**config.mk**
```make
export PLATFORM = sky130hd
export DESIGN_NAME = wrong_guess_ctrl_flat
export DESIGN_NICKNAME = d
export VERILOG_FILES = /design/src/rtl/wrong_guess_ctrl_if.sv /design/src/rtl/wrong_guess_ctrl.sv /design/src/flat_wrapper.sv
export SDC_FILE = /design/constraint.sdc
export NUM_CORES = 1
export LEC_CHECK = 0
export CAP_MARGIN = 20
export CORE_MARGIN = 2
export CORE_UTILIZATION = 31
export DETAILED_ROUTE_END_ITERATION = 8
export PLACE_DENSITY_LB_ADDON = 0.08
export SKIP_LAST_GASP = 1
export SLEW_MARGIN = 20
export SYNTH_ARGS = -nofsm -noshare
export SYNTH_HDL_FRONTEND = slang
export SYNTH_SLANG_ARGS = --single-unit
```
**constraint.sdc**
```tcl
create_clock -name clk -period 2.6 [get_ports clk]
set_clock_uncertainty 0.15 [all_clocks]
set_input_delay 0.78 -clock clk [delete_from_list [all_inputs] [get_ports clk]]
set_output_delay 0.78 -clock clk [all_outputs]
set_load 0.02 [all_outputs]
```
**src/rtl/wrong_guess_ctrl_if.sv**
```systemverilog
// Bundle of round-control and display signals between the game top level and wrong_guess_ctrl.
// The master drives the player inputs; the slave (the controller) drives the LED bar and status flags.
interface wrong_guess_ctrl_if #(
  parameter int MAX_WRONG = 10,
  parameter int LED_W     = 16
);
  localparam int CW = $clog2(MAX_WRONG + 1);

  logic             start;
  logic             guess_valid;
  logic             guess_ok;
  logic [LED_W-1:0] led;
  logic [CW-1:0]    wrong_cnt;
  logic             busy;
  logic             fail;
  logic             win;

  modport master (
    output start, guess_valid, guess_ok,
    input  led, wrong_cnt, busy, fail, win
  );

  modport slave (
    input  start, guess_valid, guess_ok,
    output led, wrong_cnt, busy, fail, win
  );
endinterface

```
**src/rtl/wrong_guess_ctrl.sv**
```systemverilog
// Round controller for the guessing game: IDLE/PLAY/WIN/FAIL sequencing, wrong-guess
// counting on guess-strobe rising edges, thermometer LED bar and FAIL blink.
module wrong_guess_ctrl #(
  parameter int MAX_WRONG = 10,
  parameter int LED_W     = 16,
  parameter int BLINK_DIV = 25_000_000
) (
  input  logic                clk,
  input  logic                reset,
  wrong_guess_ctrl_if.slave   bus
);
  localparam int CW = $clog2(MAX_WRONG + 1);
  localparam int BW = $clog2(BLINK_DIV);

  typedef enum logic [1:0] {S_IDLE, S_PLAY, S_WIN, S_FAIL} state_t;

  state_t           r_state, w_stateNext;
  logic             r_guessD;
  logic             w_gEdge;
  logic [CW-1:0]    r_wrongCnt, w_wrongCntNext, w_cntInc;
  logic [LED_W-1:0] r_led, w_ledNext;
  logic [BW-1:0]    r_blinkCnt, w_blinkCntNext;
  logic             r_phase, w_phaseNext;
  logic             r_busy, r_fail, r_win;

  function automatic logic [LED_W-1:0] therm(input logic [CW-1:0] n);
    logic [LED_W-1:0] bar;
    for (int i = 0; i < LED_W; i++) begin
      bar[i] = (i < int'(n));
    end
    return bar;
  endfunction

  assign w_gEdge  = bus.guess_valid & ~r_guessD;
  assign w_cntInc = r_wrongCnt + 1'b1;

  always_comb begin
    w_stateNext    = r_state;
    w_wrongCntNext = r_wrongCnt;
    w_ledNext      = r_led;
    w_blinkCntNext = r_blinkCnt;
    w_phaseNext    = r_phase;

    case (r_state)
      S_IDLE: begin
        if (bus.start) begin
          w_stateNext    = S_PLAY;
          w_wrongCntNext = '0;
          w_ledNext      = '0;
        end
      end
      S_PLAY: begin
        // A restart takes priority and swallows any guess edge in the same cycle.
        if (bus.start) begin
          w_wrongCntNext = '0;
          w_ledNext      = '0;
        end else if (w_gEdge) begin
          if (bus.guess_ok) begin
            w_stateNext = S_WIN;
          end else begin
            w_wrongCntNext = w_cntInc;
            w_ledNext      = therm(w_cntInc);
            if (w_cntInc == CW'(MAX_WRONG)) begin
              w_stateNext    = S_FAIL;
              w_ledNext      = '1;
              w_blinkCntNext = '0;
              w_phaseNext    = 1'b1;
            end
          end
        end
      end
      S_WIN: begin
        if (bus.start) begin
          w_stateNext    = S_PLAY;
          w_wrongCntNext = '0;
          w_ledNext      = '0;
          w_blinkCntNext = '0;
          w_phaseNext    = 1'b0;
        end
      end
      S_FAIL: begin
        if (bus.start) begin
          w_stateNext    = S_PLAY;
          w_wrongCntNext = '0;
          w_ledNext      = '0;
          w_blinkCntNext = '0;
          w_phaseNext    = 1'b0;
        end else if (r_blinkCnt == BW'(BLINK_DIV - 1)) begin
          w_blinkCntNext = '0;
          w_phaseNext    = ~r_phase;
          w_ledNext      = r_phase ? '0 : '1;
        end else begin
          w_blinkCntNext = r_blinkCnt + 1'b1;
        end
      end
      default: w_stateNext = S_IDLE;
    endcase
  end

  // Status flags are registered from the next state so they stay one-hot and glitch-free.
  always_ff @(posedge clk) begin
    if (!reset) begin
      r_state    <= S_IDLE;
      r_guessD   <= 1'b0;
      r_wrongCnt <= '0;
      r_led      <= '0;
      r_blinkCnt <= '0;
      r_phase    <= 1'b0;
      r_busy     <= 1'b0;
      r_fail     <= 1'b0;
      r_win      <= 1'b0;
    end else begin
      r_state    <= w_stateNext;
      r_guessD   <= bus.guess_valid;
      r_wrongCnt <= w_wrongCntNext;
      r_led      <= w_ledNext;
      r_blinkCnt <= w_blinkCntNext;
      r_phase    <= w_phaseNext;
      r_busy     <= (w_stateNext == S_PLAY);
      r_fail     <= (w_stateNext == S_FAIL);
      r_win      <= (w_stateNext == S_WIN);
    end
  end

  assign bus.led       = r_led;
  assign bus.wrong_cnt = r_wrongCnt;
  assign bus.busy      = r_busy;
  assign bus.fail      = r_fail;
  assign bus.win       = r_win;
endmodule

```
**src/flat_wrapper.sv**
```systemverilog
// flat-port wrapper written by rule: the top's interface ports become plain ports
module wrong_guess_ctrl_flat 
#(
  parameter int MAX_WRONG = 10,
  parameter int LED_W     = 16,
  parameter int BLINK_DIV = 25_000_000
)
  (clk, reset, bus_start, bus_guess_valid, bus_guess_ok, bus_led, bus_wrong_cnt, bus_busy, bus_fail, bus_win);
  wrong_guess_ctrl_if #(.MAX_WRONG(MAX_WRONG), .LED_W(LED_W)) bus_i ();
  input  logic clk;
  input  logic reset;
  input wire logic [$bits(bus_i.start)-1:0] bus_start;
  input wire logic [$bits(bus_i.guess_valid)-1:0] bus_guess_valid;
  input wire logic [$bits(bus_i.guess_ok)-1:0] bus_guess_ok;
  output wire logic [$bits(bus_i.led)-1:0] bus_led;
  output wire logic [$bits(bus_i.wrong_cnt)-1:0] bus_wrong_cnt;
  output wire logic [$bits(bus_i.busy)-1:0] bus_busy;
  output wire logic [$bits(bus_i.fail)-1:0] bus_fail;
  output wire logic [$bits(bus_i.win)-1:0] bus_win;
  assign bus_i.start = bus_start;
  assign bus_i.guess_valid = bus_guess_valid;
  assign bus_i.guess_ok = bus_guess_ok;
  assign bus_led = bus_i.led;
  assign bus_wrong_cnt = bus_i.wrong_cnt;
  assign bus_busy = bus_i.busy;
  assign bus_fail = bus_i.fail;
  assign bus_win = bus_i.win;
  wrong_guess_ctrl #(.MAX_WRONG(MAX_WRONG), .LED_W(LED_W), .BLINK_DIV(BLINK_DIV)) u_core (.clk(clk), .reset(reset), .bus(bus_i));
endmodule
```
## Word-level counts from Yosys, hierarchy flattened

Index checks and enable logic that the tools add are counted.

| word-level totals | value |
|---|---|
| flip-flop bits (word level) | 52 |
| word-level logic and storage cells | 91 |
| output and inout bits | 23 |

| cells by class | value |
|---|---|
| $lt $le $gt $ge | 15 |
| reduce and logical (&&, ||, !) cells | 8 |
| $add $sub $neg | 2 |
| bitwise operators | 3 |
| eq/ne operators | 18 |
| muxes and demuxes | 36 |

Operators with widths:

| kind | number |
|---|---|
| 2-to-1 mux 25 bit | 7 |
| 2-to-1 mux 16 bit | 8 |
| one-hot mux 25 bit (3 select lines) | 1 |
| one-hot mux 16 bit (3 select lines) | 1 |
| < comparator 4 bit (first input constant) | 7 |
| adder 25 x 1 -> 25 bit (second input constant) | 1 |
| == test 25 bit (second input constant) | 1 |
| < comparator 3 x 4 -> 1 bit (first input constant) | 4 |
| 2-to-1 mux 4 bit | 4 |
| 2-to-1 mux 2 bit | 5 |
| == test 2 bit (second input constant) | 4 |
| < comparator 1 x 4 -> 1 bit (first input constant) | 2 |
| < comparator 2 x 4 -> 1 bit (first input constant) | 2 |
| inequality test 2 x 1 -> 1 bit (second input constant) | 4 |
| one-hot mux 4 bit (2 select lines) | 1 |
| 2-to-1 mux 1 bit | 7 |
| AND reduction 7 bit | 1 |
| inequality test 2 bit (second input constant) | 3 |
| inequality test 3 x 2 -> 1 bit (second input constant) | 2 |
| AND reduction 6 bit | 1 |
| adder 4 x 1 -> 4 bit (second input constant) | 1 |
| == test 2 x 1 -> 1 bit (second input constant) | 2 |
| == test 4 bit (second input constant) | 1 |
| one-hot mux 2 bit (2 select lines) | 1 |
| other kinds (10) | 11 |

## Depth between registers and ports, before layout

Gate-level depths: netlist of the first run.

| depth | value |
|---|---|
| depth after elaboration | 8 |
| mapped depth | 8 |

## Worst setup path after synthesis of the first run

Ideal clock, no wire load.

| timing path | value |
|---|---|
| path type | in2reg |
| from | input bus_start |
| to | register u_core.r_blinkCnt[14] |
| arrival | 2,251 ps |
| stages | 7 |
| data required time | 2,333 ps |
| path slack | 82 ps |
| buffers on the path | 2 |
| cells stage by stage | buf_4 > nor4b_4 > a21oi_1 > buf_4 > a2111oi_2 > xnor2_1 > nor2_1 |

| between the ends | value |
|---|---|
| word-level cells in the longest chain between the ends | 2 |

RTL lines:

| item | line | RTL |
|---|---|---|
| from (decl) | flat_wrapper.sv:12 | `input wire logic [$bits(bus_i.start)-1:0] bus_start;` |
| inequality test 2 bit (no line) / 2-to-1 mux 25 bit (equally long branches) | - |  |
| AND reduction 6 bit (no line) / one-hot mux 25 bit (3 select lines) (equally long branches) | - |  |
| to (signal assigned) | wrong_guess_ctrl.sv:117 | `r_blinkCnt <= w_blinkCntNext;` |
| to (decl) | wrong_guess_ctrl.sv:22 | `logic [BW-1:0] r_blinkCnt, w_blinkCntNext;` |

Several ways; a longest one is shown, not always the timed one.
A chain may end at the register's enable or synchronous reset.

## Final worst setup path of the first run

| timing path | value |
|---|---|
| from | register u_core.r_wrongCnt[2], in the netlist u_core.bus.wrong_cnt[2] |
| to | output bus_wrong_cnt[2] |

RTL lines:

| item | line | RTL |
|---|---|---|
| from (decl) | wrong_guess_ctrl.sv:20 | `logic [CW-1:0] r_wrongCnt, w_wrongCntNext, w_cntInc;` |
| from (signal assigned) | wrong_guess_ctrl.sv:115 | `r_wrongCnt <= w_wrongCntNext;` |
| to (decl) | flat_wrapper.sv:16 | `output wire logic [$bits(bus_i.wrong_cnt)-1:0] bus_wrong_cnt;` |

No word-level cell between the ends.

==> results of run 1 <==
[final timing paths]
kind / startpoint / to / cells past startpoint / slack [ps]
hold / removal: u_core.bus.led[14]$_SDFFE_PN0P_ / u_core.bus.led[14]$_SDFFE_PN0P_ / 2 / 320
hold reg to reg: u_core.bus.led[14]$_SDFFE_PN0P_ / u_core.bus.led[14]$_SDFFE_PN0P_ / 2 / 320
setup / recovery: u_core.bus.wrong_cnt[2]$_SDFFE_PN0P_ / bus_wrong_cnt[2] / 1 / 120
setup reg to reg: u_core.bus.wrong_cnt[0]$_SDFFE_PN0P_ / u_core.r_blinkCnt[15]$_SDFFE_PN0P_ / 8 / 310
[where the power goes]
group	leakage, nW	internal (W)	switching, W
registers	0.422	0.000816	0.0000135
clock network	0.0410	0.000184	0.000268
logic	0.720	0.0000877	0.0000861
total	1.18	0.00109	0.000367
[sequential cells by signal, indices dropped and copies added, names as in the netlist]
signal and count:
u_core.bus.busy 1, u_core.bus.fail 1, u_core.bus.led 16, u_core.bus.win 1
u_core.bus.wrong_cnt 4, u_core.r_blinkCnt 25, u_core.r_guessD 1, u_core.r_phase 1
u_core.r_state 2
[synthesized netlist by cell type (all sizes together) (2+ instances only)]
| master | number | area share |
|---|---|---|
| a2111oi | 12 | 0.062 |
| a211oi | 2 | 0.0056 |
| a21boi | 2 | 0.0056 |
| a21oi | 15 | 0.028 |
| and2 | 6 | 0.014 |
| and3 | 3 | 0.0069 |
| and4 | 3 | 0.0097 |
| buf | 7 | 0.017 |
| clkbuf | 9 | 0.013 |
| dfxtp | 52 | 0.39 |
| ha | 5 | 0.023 |
| inv | 9 | 0.013 |
| mux2i | 2 | 0.0074 |
| nand2 | 15 | 0.021 |
| nand2b | 3 | 0.0069 |
| nand3 | 12 | 0.022 |
| nand3b | 2 | 0.0056 |
| nand4 | 5 | 0.012 |
| nand4b | 2 | 0.0065 |
| nor2 | 34 | 0.047 |
| nor2b | 3 | 0.0069 |
| nor3 | 3 | 0.0056 |
| nor3b | 4 | 0.011 |
| nor4b | 3 | 0.015 |
| o2111ai | 3 | 0.012 |
| o211a | 3 | 0.011 |
| o211ai | 2 | 0.0056 |
| o21ai | 9 | 0.019 |
| o221a | 11 | 0.046 |
| o31ai | 4 | 0.011 |
| or2 | 2 | 0.0046 |
| or3 | 5 | 0.012 |
| or4 | 3 | 0.0083 |
| xnor2 | 21 | 0.068 |
| xor2 | 2 | 0.0065 |
[cell families after synthesis]
group,count (synthesis),share of synthesized area
AND/OR/NAND/NOR,111,0.226
AO/OA/AOI/OAI,72,0.241
flip-flops,52,0.385
buffers and inverters,25,0.0421
XOR/XNOR,23,0.0746
adder cells (fa/ha/maj),5,0.0232
multiplexers,2,0.00741
[timing repair]
| action | 4_1_cts | 5_1_grt |
|---|---|---|
| gates cloned | 1 | 0 |
| endpoints found under the setup margin | 12 | 20 |
| gates resized for setup | 13 | 5 |
| pin swaps | 2 | 2 |
[placed cells by master (no fill, tap or decap), drive strengths merged, types with 3 or more instances in the layout]
master and n:
nand3 12, a21oi 15, nand4 5, ha 5
o221a 11, nor3b 4, or4 3, o31ai 4
clkbuf 6, and2 6, dfxtp 52, xnor2 21
o211a 3, clkdlybuf4s50 24, and3 3, nor3 3
a2111oi 12, inv 9, o2111ai 3, nand2 15
nor4b 3, o21ai 9, nor2b 3, nor2 34
buf 35, or3 5, and4 3, nand2b 3
[layer usage]
metal  vias to the layer above  routed length (um)  global-route usage
li1                       1183                   -                   -
met3                         7                 180              0.0281
met1                      1111                3360               0.206
met2                        30                2970               0.235
met4                         0                  81              0.0427
met5                         -                   0                   0
[layout make-up]
cell class | instances | area, um2
Fill cell | 885 | 5120
Inverter | 9 | 33.8
Clock buffer | 6 | 72.6
Sequential cell | 52 | 1040
Clock inverter | 1 | 5.00
Timing Repair Buffer | 62 | 584
Tap cell | 108 | 135
Multi-Input combinational cell | 213 | 1600
[metrics by stage]
stage,hold WS [ps],power [W],cells,utilization
global placement,307,0.00102,443,0.388
global route,359,0.00153,451,0.404
finish,319,0.00145,451,0.404
detailed placement,316,0.00102,443,0.388
CTS,329,0.00148,451,0.403
floorplan,304,0.000935,290,-
==> qor.csv, run 1 <==
metric;value;unit
actual slew at the worst max-slew pin;472;ps
cts-stage hold buffer count;0;
Finished Cell Area;0.00347;mm2
RePlAce Congestion;0.746;
Starting DRT DRC Count;69;
mapped cell area;0.00270;mm2
# IOs;28;
slowest CP cell;clkdlybuf4s50_1;
vias per cell;5.17;
CP Launch Type;flop;
Yosys warning total;0;
CTS tree;done;
Synth Area per Inst;9.31;um2
Row Count;34;
first-pass GRT wire length;11.7;mm
Synth Register Bits;52;
CTS Buf Count;5;
wire length per cell;14.6;um
RSZ-0062 raised after global routing;false;
setup TNS;0;ps
antenna violations before repair;0;
crit path kind;flop to output pin;
CORE AREA;0.00859;mm2
asr flop ratio synth;0;
port bufs;27;
vias in the first global route;2351;
Clock Pin Slew Worst Setup and Hold Paths;90;ps
Die Height;97.4;um
via count;2331;
CTS root buffer;clkbuf_8;
number of enable flip-flop cells after synthesis;0;
status;completed;
endpoints failing setup;0;
max_cap viols;0;
post-route clock period utilization;0.953;
grt total ovfl;0;
Post-DP HPWL;4.84;mm
diode count;0;
final worst setup slack;123;ps
Synth-to-Final Area Change;28.6;%
layout cells sized above 1;0.207;
PwrDens;419;mW/mm2
ANT nets after route;0;
cell chain of the critical path;clkdlybuf4s50_1;
post-CTS setup buffer count;0;
Syn Inst Count;290;
CP required;1670;ps
Leakage;1.18;nW
initial core utilization;0.314;
CP Max Fanout;9;
Global Route Usage Sum;0.148;
worst min path class;flop to flop;
Buf/Inv on CP;1;
Max Clock Freq;404;MHz
H-Tree Depth;2;
DP Area;0.00333;mm2
Post-route DRC;0;
Detailed Route WL;6.59;mm
Hold Violations, Final;0;
drt pass-1 iters;4;
crit-path leading delay family;buffers and inverters;
Slew Viols, Final;0;
crit-path max cell delay;680;ps
Setup crit end kind;output pin;
CTS Sinks;52;
Seq/Total Area, Yosys;0.385;
pre-CTS setup slack;-396;ps
largest net degree at the start of global routing;26;
relative slew slack;0.685;
clock buffer depth;2;
Synth cell types;54;
top_reg_cell synth;dfxtp_1;
syn nets;300;
worst-skew pair later-pin latency;310;ps
NumNets Final;353;
die area;0.00948;mm2
Peak VDD IR;0.167;mV
Chip Width;97.4;um
Final min period;2480;ps
Data arrival, critical path;1550;ps
Power figures use the tool's default switching activity.
==> inputs of run 2 (changes only) <==
==> constraint.sdc (replaced) <==
create_clock -name clk -period 2.34 [get_ports clk]
set_clock_uncertainty 0.15 [all_clocks]
set_input_delay 0.702 -clock clk [delete_from_list [all_inputs] [get_ports clk]]
set_output_delay 0.702 -clock clk [all_outputs]
set_load 0.02 [all_outputs]
==> qor.csv, run 2 (synthesis gave the netlist of run 1 again) <==
metric;value;unit;change
status;completed;;
CTS Sinks;52;;unchanged
Row Count;34;;unchanged
max FFs per register;25;;unchanged
Global Route Usage Sum;0.156;;+0.00811
Chip Width;97.4;um;unchanged
commonest cells after routing, fill and taps aside;buf_4 (66), dfxtp_1 (52), nor2_1 (34), xnor2_1 (21), clkdlybuf4s50_1 (21);;
layout filler cell count;850;;-4.0%
post-route clock period utilization;0.972;;
Hold WS;322;ps;+3.10 ps
most common cell after layout, fill and taps aside;buf_4;;
Finished Cell Area;0.00390;mm2;+12%
Clock Pin Slew Worst Setup and Hold Paths;110;ps;+20 ps
Largest Register;u_core.r_blinkCnt;;
CTS tree;done;;
DP Area;0.00354;mm2;+6.1%
NumNets Final;391;;+11%
slowest CP cell;clkdlybuf4s50_1;;
CORE AREA;0.00859;mm2;unchanged
Hold Violations, Final;0;;unchanged
crit path kind;flop to output pin;;
worst min path class;flop to flop;;
final worst setup slack;66.5;ps;-57.0 ps
worst-skew pair later-pin latency;310;ps;about the same
Setup crit end kind;output pin;;
drt pass-1 iters;4;;unchanged
Leakage;1.42;nW;+20%
initial core utilization;0.314;;unchanged
# IOs;28;;unchanged
port bufs;27;;unchanged
setup TNS;0;ps;unchanged
die area;0.00948;mm2;unchanged
H-Tree Depth;2;;unchanged
CP Max Fanout;4;;-5
Detailed Route WL;7.27;mm;+10%
max_cap viols;0;;unchanged
largest net degree at the start of global routing;26;;unchanged
first-pass GRT wire length;12.2;mm;+4.5%
Data arrival, critical path;1420;ps;-130 ps
actual slew at the worst max-slew pin;523;ps;+51.2 ps
ANT nets after route;0;;unchanged
diode count;0;;unchanged
crit-path leading delay family;buffers and inverters;;
CP Launch Type;flop;;
grt total ovfl;0;;unchanged
Max Clock Freq;440;MHz;
RePlAce Congestion;0.794;;+6.5%
wire length per cell;14.8;um;+1.4%
pre-CTS setup slack;-679;ps;-283 ps
RSZ-0062 raised after global routing;true;;
cts-stage hold buffer count;0;;unchanged
Slew Viols, Final;0;;unchanged
CTS Buf Count;5;;unchanged
Die Height;97.4;um;unchanged
vias per cell;5.04;;-2.4%
Post-route DRC;0;;unchanged
Post-DP HPWL;5.16;mm;+6.6%
PwrDens;455;mW/mm2;+8.7%
Buf/Inv on CP;2;;+1
layout cells sized above 1;0.314;;+0.107
clock buffer depth;2;;unchanged
cell chain of the critical path;buf_4, clkdlybuf4s50_1;;
relative slew slack;0.651;;-0.0342
Synth-to-Final Area Change;44.4;%;
Final Util;0.454;;+0.0497
vias in the first global route;2358;;+0.30%
Starting DRT DRC Count;98;;+42%
CTS root buffer;clkbuf_8;;
antenna violations before repair;0;;unchanged
CP required;1490;ps;-180 ps
Peak VDD IR;0.239;mV;+43%
Final min period;2270;ps;
via count;2471;;+6.0%
crit-path max cell delay;590;ps;-90 ps
endpoints failing setup;0;;unchanged
-- run 2: worst paths after layout --
check                                        from                            endpoint  slack (ps)  depth (start not counted)
min reg2reg       u_core.bus.led[14]$_SDFFE_PN0P_     u_core.bus.led[14]$_SDFFE_PN0P_         320                          2
min               u_core.bus.led[14]$_SDFFE_PN0P_     u_core.bus.led[14]$_SDFFE_PN0P_         320                          2
max reg2reg     u_core.r_blinkCnt[9]$_SDFFE_PN0P_  u_core.r_blinkCnt[19]$_SDFFE_PN0P_          80                          6
max          u_core.bus.wrong_cnt[3]$_SDFFE_PN0P_                    bus_wrong_cnt[3]          70                          2
-- run 2: what timing repair did --
item / in CTS / in global routing
setup buffers: 3 / 5
gates resized for setup: 29 / 14
pin swaps: 6 / 7
gates cloned: 1 / 0
endpoints found under the setup margin: 38 / 29
-- run 2: per-stage QoR --
| stage | instances | total power, W |
|---|---|---|
| 6_report | 490 | 0.00178 |
| 5_1_grt | 490 | 0.00185 |
| 4_1_cts | 485 | 0.00181 |
| 3_5_place_dp | 473 | 0.00114 |
| 3_3_place_gp | 473 | 0.00114 |
| 2_1_floorplan | 290 | 0.00105 |
-- run 2: routing by layer --
| metal | share of wire | up-vias | track usage | wire length (um) |
|---|---|---|---|---|
| met5 | 0 | - | 0 | 0 |
| met4 | 0.0043 | 0 | 0.0321 | 31 |
| met3 | 0.030 | 2 | 0.0259 | 216 |
| met2 | 0.45 | 41 | 0.246 | 3240 |
| met1 | 0.52 | 1165 | 0.226 | 3780 |
| li1 | - | 1263 | - | - |
-- run 2: tightest hold or removal path: stages, from the launching register on --
cell and delay [ps]:
dfxtp_1 330, nand2_1 50, mux2i_1 50
-- run 2: final cells by class --
type                       count  area (um2)  share of cell area
clock inverter                 3        46.3              0.0119
timing repair buffer          99         852               0.218
multi-input combinational    214        1720               0.442
sequential                    52        1040               0.267
clock buffer                   5        68.8              0.0176
inverter                       9        33.8             0.00866
tap                          108         135              0.0346
-- run 2: power breakdown --
group	internal (W)	leakage (nW)	total [W]	switching, W
sequential	0.000907	0.422	0.000922	0.0000149
combinational	0.000101	0.940	0.000200	0.0000994
clock	0.000323	0.0548	0.000654	0.000331
==> inputs of run 3 (changes only) <==
--- a/config.mk
+++ b/config.mk
@@ -9,6 +9,7 @@
 export CORE_MARGIN = 2
 export CORE_UTILIZATION = 31
 export DETAILED_ROUTE_END_ITERATION = 8
+export DONT_BUFFER_PORTS = 1
 export PLACE_DENSITY_LB_ADDON = 0.08
 export SKIP_LAST_GASP = 1
 export SLEW_MARGIN = 20
==> qor.csv, run 3 (synthesis gave the netlist of run 1 again) <==
metric;value;unit;change
die area;0.00948;mm2;unchanged
cts-stage hold buffer count;0;;unchanged
final worst setup slack;137;ps;+70.2 ps
Starting DRT DRC Count;78;;-20%
Peak VDD IR;0.208;mV;-13%
H-Tree Depth;2;;unchanged
RePlAce Congestion;0.773;;-2.7%
drt pass-1 iters;4;;unchanged
NumNets Final;334;;-15%
PwrDens;503;mW/mm2;+11%
combinational group share of total power;0.061;;-0.052
CTS Buf Count;5;;unchanged
initial core utilization;0.314;;unchanged
register area;0.00104;mm2;unchanged
CP Launch Type;flop;;
pre-CTS setup slack;-82.9;ps;+596 ps
Synth-to-Final Area Change;19.3;%;
CTS root buffer;clkbuf_8;;
Largest Register;u_core.r_blinkCnt;;
setup TNS;0;ps;unchanged
max FFs per register;25;;unchanged
grt total ovfl;0;;unchanged
Die Height;97.4;um;unchanged
CTS Sinks;52;;unchanged
commonest cells after routing, fill and taps aside;dfxtp_1 (52), buf_4 (41), nor2_1 (34), xnor2_1 (21), nand2_1 (15);;
CP most frequent cell;buf_4;;
post-route clock period utilization;0.942;;-0.0300
vias in the first global route;2190;;-7.1%
Data arrival, critical path;2300;ps;+880 ps
Detailed Route WL;6.60;mm;-9.1%
Slew Viols, Final;0;;unchanged
Setup crit end kind;flop;;
Buf/Inv on CP;2;;unchanged
status;completed;;
worst min path class;flop to flop;;
Leakage;1.13;nW;-20%
ANT nets after route;0;;unchanged
via count;2304;;-6.8%
layout cells sized above 1;0.243;;-0.0711
Post-DP HPWL;4.82;mm;-6.6%
switching power share of the total;0.275;;+0.0246
slowest CP cell;dfxtp_1;;
Hold WS;346;ps;+24.0 ps
CORE AREA;0.00859;mm2;unchanged
actual slew at the worst max-slew pin;574;ps;+50.6 ps
Hold Violations, Final;0;;unchanged
Power, Total;0.00162;W;-8.7%
Post-route DRC;0;;unchanged
Clock Pin Slew Worst Setup and Hold Paths;120;ps;about the same
antenna violations before repair;0;;unchanged
crit path kind;flop to flop;;
CP required;2430;ps;+940 ps
CP Max Fanout;9;;+5
max_cap viols;0;;unchanged
crit-path leading delay family;compound AO/OA/AOI/OAI gates;;
most common cell after layout, fill and taps aside;dfxtp_1;;
relative slew slack;0.617;;-0.0338
port bufs;0;;-100%
Clock power frac;0.354;;-0.014
Global Route Usage Sum;0.143;;-0.0130
worst-skew pair later-pin latency;320;ps;about the same
CTS tree;done;;
wire length per cell;15.2;um;+2.8%
largest net degree at the start of global routing;26;;unchanged
area taken by multi-input logic gates;0.00157;mm2;-9.0%
cell chain of the critical path;ha_1, and2_1, o2111ai_2, buf_4, a21boi_0, buf_4, a21oi_1, a311oi_1;;
crit-path max cell delay;400;ps;-190 ps
first-pass GRT wire length;11.1;mm;-8.6%
Seq pwr share;0.585;;+0.066
Power Internal;0.00118;W;-12%
Row Count;34;;unchanged
Final Util;0.375;;-0.0789
Final min period;2200;ps;-70.2 ps
diode count;0;;unchanged
RSZ-0062 raised after global routing;true;;
switching pwr;0.000446;W;+0.28%
Max Clock Freq;454;MHz;+3.2%
vias per cell;5.32;;+5.5%
# IOs;28;;unchanged
clock buffer depth;2;;unchanged
endpoints failing setup;0;;unchanged
Chip Width;97.4;um;unchanged
layout filler cell count;902;;+6.1%
[run 3: cell count changes in the layout (fill, tap and decap cells not counted), moves of 2 or more]
cell,change
buf_4,-25
clkdlybuf4s50_1,-21
a2111oi_4,-7
a2111oi_0,+3
clkbuf_2,-3
a2111oi_1,+2
a2111oi_2,+2
a21boi_0,+2
buf_6,-2
dlymetal6s2s_1,-2
[run 3: path summary, 6_finish.rpt]
path                                             start                                end  slack [ps]  cells past startpoint
setup / recovery  u_core.bus.wrong_cnt[0]$_SDFFE_PN0P_        u_core.r_phase$_SDFFE_PN0P_         140                      8
hold / removal       u_core.r_blinkCnt[4]$_SDFFE_PN0P_  u_core.r_blinkCnt[4]$_SDFFE_PN0P_         350                      2
setup reg to reg  u_core.bus.wrong_cnt[0]$_SDFFE_PN0P_        u_core.r_phase$_SDFFE_PN0P_         140                      8
hold reg to reg      u_core.r_blinkCnt[4]$_SDFFE_PN0P_  u_core.r_blinkCnt[4]$_SDFFE_PN0P_         350                      2
[run 3: repair_timing]
| action | in CTS | in global routing |
|---|---|---|
| setup buffers | 0 | 0 |
| setup endpoints to repair | 0 | 16 |
| gates resized for setup | 0 | 4 |
[run 3: metrics by stage]
stage | instances | instance area, um2
floorplan | 290 | 2730
global placement | 425 | 3110
detailed placement | 425 | 3110
CTS | 433 | 3200
global route | 433 | 3220
finish | 433 | 3220
[run 3: power groups by stage]
| stage | Clock (W) | Sequential (W) | Combinational, W |
|---|---|---|---|
| floorplan | 0 | 0.000963 | 0.0000825 |
| global placement | 0 | 0.000969 | 0.0000988 |
| detailed placement | 0 | 0.000969 | 0.0000987 |
| CTS | 0.000592 | 0.000948 | 0.0000991 |
| global route | 0.000621 | 0.000952 | 0.000109 |
| finish | 0.000574 | 0.000948 | 0.0000992 |
[run 3: layer usage]
metal  routed length [um]  GRT usage  vias up
met2                 2780      0.213       32
met3                  236     0.0295        6
met5                    0          0        -
met1                 3510      0.209     1118
li1                     -          -     1148
met4                   74     0.0417        0
[run 3: layout make-up]
type | count | area share
clock inverter | 3 | 0.00854
multi-input combinational | 213 | 0.487
clock buffer | 5 | 0.0214
sequential | 52 | 0.323
tap | 108 | 0.0419
timing repair buffer | 43 | 0.108
inverter | 9 | 0.0105
[run 3: worst reg2reg max path: cells and delay by family, from the launching register on]
kind,cells,cell delay (ps)
AO/OA/AOI/OAI,4,780
adder cells (fa/ha/maj),1,200
buffers and inverters,2,400
flip-flops,1,400
AND/OR/NAND/NOR,1,190
